===== src/rtl/frame_sequencer_pkg.sv =====
// Shared types and constants for the per-frame obstacle pipeline scheduler.
package frame_seq_pkg;

    typedef enum logic [1:0] {
        S_IDLE   = 2'd0,
        S_SETTLE = 2'd1,
        S_STREAM = 2'd2,
        S_COMMIT = 2'd3
    } seq_state_t;

    localparam int BTN_LEFT  = 3;
    localparam int BTN_RIGHT = 2;
    localparam int BTN_DOWN  = 1;
    localparam int BTN_UP    = 0;

endpackage


===== src/rtl/frame_sequencer_camera_stepper.sv =====
// One-axis camera step: widen by one bit, add or subtract the step, clamp, truncate.
module camera_stepper #(
    parameter int WORLD_BITS = 18,
    parameter int STEP       = 5,
    parameter int MIN_V      = 0,
    parameter int MAX_V      = 4095
) (
    input  logic signed [WORLD_BITS-1:0] cur_i,
    input  logic                         step_en_i,
    input  logic                         step_neg_i,
    output logic signed [WORLD_BITS-1:0] next_o
);

    localparam int W1 = WORLD_BITS + 1;
    localparam logic signed [W1-1:0] STEP_W = W1'(STEP);
    localparam logic signed [W1-1:0] MIN_W  = W1'(MIN_V);
    localparam logic signed [W1-1:0] MAX_W  = W1'(MAX_V);

    function automatic logic signed [W1-1:0] clamp(input logic signed [W1-1:0] v);
        if (v < MIN_W) begin
            return MIN_W;
        end else if (v > MAX_W) begin
            return MAX_W;
        end else begin
            return v;
        end
    endfunction

    logic signed [W1-1:0] wide;
    logic signed [W1-1:0] sum;
    logic signed [W1-1:0] clamped;

    always_comb begin
        wide    = {cur_i[WORLD_BITS-1], cur_i};
        sum     = step_neg_i ? (wide - STEP_W) : (wide + STEP_W);
        clamped = clamp(sum);
        next_o  = step_en_i ? clamped[WORLD_BITS-1:0] : cur_i;
    end

endmodule


===== src/rtl/frame_sequencer.sv =====
// Per-frame scheduler: camera step, settle, env stream start, wait for the collector,
// then commit the camera to render so obstacle list and render camera share a frame.
module frame_sequencer
    import frame_seq_pkg::*;
#(
    parameter int WORLD_BITS     = 18,
    parameter int CAMERA_STEP    = 5,
    parameter int INIT_CAMERA_X  = 640,
    parameter int INIT_CAMERA_Y  = 360,
    parameter int CAM_MIN_X      = -4096,
    parameter int CAM_MAX_X      = 65535,
    parameter int CAM_MIN_Y      = 0,
    parameter int CAM_MAX_Y      = 4095,
    parameter int SETTLE_CYCLES  = 4,
    parameter int TIMEOUT_CYCLES = 200000
) (
    input  logic                         clk_in,
    input  logic                         rst_in,
    input  logic                         new_frame_in,
    input  logic [3:0]                   btn_in,
    input  logic                         collect_done_in,
    output logic signed [WORLD_BITS-1:0] camera_x_out,
    output logic signed [WORLD_BITS-1:0] camera_y_out,
    output logic signed [WORLD_BITS-1:0] render_camera_x_out,
    output logic signed [WORLD_BITS-1:0] render_camera_y_out,
    output logic                         env_start_out,
    output logic                         commit_out,
    output logic                         busy_out,
    output logic                         overrun_out,
    output logic [7:0]                   timeout_count_out
);

    localparam int SET_W = (SETTLE_CYCLES > 1) ? $clog2(SETTLE_CYCLES) : 1;
    localparam int TO_W  = (TIMEOUT_CYCLES > 1) ? $clog2(TIMEOUT_CYCLES) : 1;
    localparam logic signed [WORLD_BITS-1:0] INIT_X = WORLD_BITS'(INIT_CAMERA_X);
    localparam logic signed [WORLD_BITS-1:0] INIT_Y = WORLD_BITS'(INIT_CAMERA_Y);

    function automatic logic [7:0] sat_inc8(input logic [7:0] v);
        return (v == 8'hFF) ? v : v + 8'd1;
    endfunction

    seq_state_t                   state_q, state_d;
    logic [SET_W-1:0]             settle_q, settle_d;
    logic [TO_W-1:0]              to_q, to_d;
    logic signed [WORLD_BITS-1:0] cam_x_q, cam_x_d, cam_y_q, cam_y_d;
    logic signed [WORLD_BITS-1:0] rcam_x_q, rcam_x_d, rcam_y_q, rcam_y_d;
    logic                         env_start_q, env_start_d;
    logic                         overrun_q, overrun_d;
    logic [7:0]                   tocnt_q, tocnt_d;
    logic                         cam_load, commit;
    logic                         x_en, y_en;
    logic signed [WORLD_BITS-1:0] step_x, step_y;

    // Only one axis moves per frame; x buttons outrank y buttons.
    assign x_en = btn_in[BTN_LEFT] | btn_in[BTN_RIGHT];
    assign y_en = ~x_en & (btn_in[BTN_DOWN] | btn_in[BTN_UP]);

    camera_stepper #(
        .WORLD_BITS(WORLD_BITS), .STEP(CAMERA_STEP), .MIN_V(CAM_MIN_X), .MAX_V(CAM_MAX_X)
    ) u_step_x (
        .cur_i(cam_x_q), .step_en_i(x_en), .step_neg_i(btn_in[BTN_LEFT]), .next_o(step_x)
    );

    camera_stepper #(
        .WORLD_BITS(WORLD_BITS), .STEP(CAMERA_STEP), .MIN_V(CAM_MIN_Y), .MAX_V(CAM_MAX_Y)
    ) u_step_y (
        .cur_i(cam_y_q), .step_en_i(y_en), .step_neg_i(btn_in[BTN_DOWN]), .next_o(step_y)
    );

    always_comb begin
        state_d     = state_q;
        settle_d    = settle_q;
        to_d        = to_q;
        tocnt_d     = tocnt_q;
        env_start_d = 1'b0;
        cam_load    = 1'b0;
        commit      = 1'b0;
        overrun_d   = overrun_q | (new_frame_in & (state_q != S_IDLE));
        case (state_q)
            S_IDLE: begin
                if (new_frame_in) begin
                    cam_load = 1'b1;
                    settle_d = SET_W'(SETTLE_CYCLES - 1);
                    state_d  = S_SETTLE;
                end
            end
            S_SETTLE: begin
                if (settle_q == '0) begin
                    env_start_d = 1'b1;
                    to_d        = '0;
                    state_d     = S_STREAM;
                end else begin
                    settle_d = settle_q - SET_W'(1);
                end
            end
            S_STREAM: begin
                if (collect_done_in) begin
                    state_d = S_COMMIT;
                end else if (to_q == TO_W'(TIMEOUT_CYCLES - 1)) begin
                    tocnt_d = sat_inc8(tocnt_q);
                    state_d = S_IDLE;
                end else begin
                    to_d = to_q + TO_W'(1);
                end
            end
            S_COMMIT: begin
                commit  = 1'b1;
                state_d = S_IDLE;
            end
            default: state_d = S_IDLE;
        endcase
        cam_x_d  = cam_load ? step_x : cam_x_q;
        cam_y_d  = cam_load ? step_y : cam_y_q;
        rcam_x_d = commit ? cam_x_q : rcam_x_q;
        rcam_y_d = commit ? cam_y_q : rcam_y_q;
    end

    always_ff @(posedge clk_in or posedge rst_in) begin
        if (rst_in) begin
            state_q     <= S_IDLE;
            settle_q    <= '0;
            to_q        <= '0;
            cam_x_q     <= INIT_X;
            cam_y_q     <= INIT_Y;
            rcam_x_q    <= INIT_X;
            rcam_y_q    <= INIT_Y;
            env_start_q <= 1'b0;
            overrun_q   <= 1'b0;
            tocnt_q     <= 8'd0;
        end else begin
            state_q     <= state_d;
            settle_q    <= settle_d;
            to_q        <= to_d;
            cam_x_q     <= cam_x_d;
            cam_y_q     <= cam_y_d;
            rcam_x_q    <= rcam_x_d;
            rcam_y_q    <= rcam_y_d;
            env_start_q <= env_start_d;
            overrun_q   <= overrun_d;
            tocnt_q     <= tocnt_d;
        end
    end

    assign camera_x_out        = cam_x_q;
    assign camera_y_out        = cam_y_q;
    assign render_camera_x_out = rcam_x_q;
    assign render_camera_y_out = rcam_y_q;
    assign env_start_out       = env_start_q;
    assign commit_out          = (state_q == S_COMMIT);
    assign busy_out            = (state_q != S_IDLE);
    assign overrun_out         = overrun_q;
    assign timeout_count_out   = tocnt_q;

endmodule


===== config.mk =====
export PLATFORM = sky130hd
export DESIGN_NAME = frame_sequencer
export DESIGN_NICKNAME = d
export VERILOG_FILES = /design/src/rtl/frame_sequencer_pkg.sv /design/src/rtl/frame_sequencer_camera_stepper.sv /design/src/rtl/frame_sequencer.sv
export SDC_FILE = /design/constraint.sdc
export NUM_CORES = 1
export LEC_CHECK = 0
export CORE_UTILIZATION = 60
export DETAILED_ROUTE_END_ITERATION = 16
export HOLD_SLACK_MARGIN = 0.1
export PLACE_DENSITY = 0.87
export SYNTH_ARGS = -nofsm -noshare
export SYNTH_HDL_FRONTEND = slang
export SYNTH_SLANG_ARGS = --single-unit

===== constraint.sdc =====
create_clock -name clk_in -period 4.6 [get_ports clk_in]
set_input_delay 0.46 -clock clk_in [delete_from_list [all_inputs] [get_ports clk_in]]
set_output_delay 0.46 -clock clk_in [all_outputs]
set_load 0.02 [all_outputs]

==> summary.md <==
| Metric | Value |
|---|---|
| Top post-synthesis cells by count | 92 x dfrtp_1, 60 x a21oi_1, 52 x nor2_1, 50 x nand2_1, 38 x o21ai_0 |
| CTS Buffer Depth | 2 |
| Finish-stage setup viols | 0 |
| Unrepaired setup endpoints after global routing | false |
| Synth top area share | 0.3623 |
| Final period utilization | 0.8010 |
| Slew margin rel. | 0.2407 |
| GPL Wtd Cong | 0.8994 |
| Total GRT Usage | 0.2776 |
| IO Count | 92 |
| Synth async-reset ratio | 1.000 |
| Hold Path Class | reg2reg |
| Chip width | 104.9 µm |
| Layout net count | 792 |
| Clock slew at reported path FFs | 0.10 ns |
| Placed wire-length estimate | 10870 µm |
| Setup Crit Path Kind | in2reg |
| DR DRC count | 0 |
| Global route overflow | 0 |
| Layout Cells excl Fill | 886 |
| Peak supply drop | 0.4008 mV |
| Initial DRC count | 217 |
| Top FF cell, synth | dfrtp_1 |
| CTS hold repair buffers | 0 |
| Final ANT Viol Nets | 0 |
| Post_cts resized | 0 |
| Syn Inst Count | 660 |
| Worst slew pin tran | 1.139 ns |
| Synth area leader | dfrtp_1 |
| Cell Rows | 37 |
| EDFF count, synth | 0 |
| CP endpoint kind | register |
| Largest cells by area after synthesis | dfrtp_1 36%, ha_1 7.3%, mux2_2 6.0% |
| ANT cells | 0 |
| CTS tree | yes |
| Routed vias | 5359 |
| CTS Buf Count | 9 |
| H-tree levels | 3 |
| Later-pin clock latency in the skew report | 0.38 ns |
| Crit path time final | 3.684 ns |
| Max cap viols | 0 |
| Routed wire length | 14680 µm |
| CP max FO | 12 |
| Layout cells sized above 1 | 0.1307 |
| Seq/Total Area, Yosys | 0.4120 |
| Antenna violations before repair | 0 |
| Pin count of the biggest net entering global routing | 69 |
| Clock sink count | 104 |
| Area grow syn2layout | 19.28% |
| Count leader, synth | dfrtp_1 |
| Fillers | 777 |
| Crit path DAT | 3.99 ns |
| Clock skew | 0.01209 ns |
| P_leak | 3.308 nW |
| CTS Root Cell | clkbuf_8 |
| I/O Buffers | 91 |
| Number of placed instances, taps included | 870 |
| Critical Path RT | 4.90 ns |
| FMAX | 271.4 MHz |
| Fin. Hold Viols | 0 |
| Post-CTS Setup Inserts | 0 |
| Yosys warnings | 0 |
| Max-slew violation count | 0 |
| Die area | 11010 µm² |
| Sequential cell area | 2618 µm² |
| Number of global-route vias before repair | 5225 |
| Area of the multi-input gates | 3532 µm² |
| Die height | 104.9 µm |
| PD cells | 640.3 nW/µm² |
| Core box area | 10280 µm² |
| Synth cell types | 73 |
| DR vias/cell | 6.049 |
| Post-Syn Area | 6354 µm² |
| Syn_nets | 707 |
| Syn avg cell area | 9.627 µm² |
| Wire per inst | 16.57 µm |
| Sum Neg Setup Slack | 0 ns |
| Pre-antenna DRT Iters | 5 |
| Critical Path Source Type | input pin |
| FF+latch count, synth | 104 |
| Initial core utilization | 0.6182 |
| Outcome | finished, final reports clean |
| First-pass GRT wire length | 24500 µm |
==> worst paths after layout <==
check / endpoint / slack [ns] / startpoint / depth (start not counted)
min in group asynchronous: to_q[16]$_DFFE_PP0P_ / 0.59 / rst_in / 2
setup reg to reg: camera_y_out[7]$_DFFE_PP0P_ / 1.40 / camera_y_out[0]$_DFFE_PP0P_ / 10
hold reg to reg: render_camera_y_out[0]$_DFFE_PP0P_ / 0.49 / render_camera_y_out[0]$_DFFE_PP0P_ / 2
hold / removal: render_camera_y_out[0]$_DFFE_PP0P_ / 0.49 / render_camera_y_out[0]$_DFFE_PP0P_ / 2
setup / recovery: camera_x_out[10]$_DFFE_PP0P_ / 0.92 / btn_in[3] / 12
max in group asynchronous: render_camera_x_out[7]$_DFFE_PP1P_ / 3.01 / rst_in / 3
==> where the power goes <==
group,total (mW),switching [mW],internal [mW]
Sequential,1.48,0.259,1.22
Clock,0.554,0.323,0.230
Combinational,2.82,1.55,1.26
==> through the flow <==
stage / cell area [µm²] / utilization / power [mW] / hold slack [ns] / worst slack [ns]
3_3_place_gp: 7387 / 0.7188 / 4.200 / 0.4411 / 0.7052
2_1_floorplan: 6354 / - / 3.385 / 0.4891 / 1.428
6_report: 7579 / 0.7374 / 4.852 / 0.4888 / 0.9156
5_1_grt: 7579 / 0.7374 / 5.174 / 0.5004 / 0.6569
4_1_cts: 7579 / 0.7374 / 4.849 / 0.4906 / 0.9938
3_5_place_dp: 7387 / 0.7188 / 4.282 / 0.4702 / 0.6210
==> critical path, stage by stage <==
cell and delay [ns]:
clkdlybuf4s50_1 0.73, inv_1 0.15, ha_1 0.37, nor2b_4 0.15, o31a_4 0.31, o41ai_4 0.35, a21oi_1 0.11, a2111oi_1 0.57
and3_1 0.27, a31oi_1 0.09, buf_4 0.21, o21ai_0 0.18
==> sequential cells by signal, indices dropped and copies added, names as in the netlist <==
signal               cells
render_camera_x_out     18
timeout_count_out        8
settle_q                 2
render_camera_y_out     18
env_start_out            1
state_q                  2
camera_x_out            18
to_q                    18
camera_y_out            18
overrun_out              1
==> final cells by class <==
| cell class | count | share of cell area |
|---|---|---|
| inverter | 29 | 0.01469 |
| multi-input combinational | 504 | 0.4661 |
| clock buffer | 11 | 0.01998 |
| clock inverter | 5 | 0.005283 |
| timing repair buffer | 97 | 0.1261 |
| sequential | 104 | 0.3454 |
| tap | 136 | 0.02245 |
==> logic make-up (layout without fill, tap and decap cells) <==
group,Yosys count,count (layout),synth area share
AO/OA/AOI/OAI,183,183,0.1961
XOR/XNOR,40,40,0.05514
adder cells (fa/ha/maj),39,39,0.07916
buffers and inverters,52,142,0.03348
flip-flops,104,104,0.4120
multiplexers,36,36,0.06341
AND/OR/NAND/NOR,206,206,0.1607
==> layer usage <==
layer / global-route usage / share of wire / vias to the layer above
li1: - / - / 2573
met1: 0.3654 / 0.44 / 2599
met2: 0.4702 / 0.49 / 165
met3: 0.03182 / 0.047 / 22
met4: 0.1087 / 0.018 / 0
met5: 0 / 0 / -
==> cell usage in the layout (no fill, tap or decap), types with 17 or more instances in the layout <==
master / instances
a21oi_1: 60
clkdlybuf4s50_1: 91
dfrtp_1: 92
ha_1: 37
inv_1: 27
mux2_2: 34
nand2_1: 49
nand3_1: 17
nor2_1: 52
nor3_1: 20
o21ai_0: 38
xnor2_1: 29
Power figures use the tool's default switching activity.
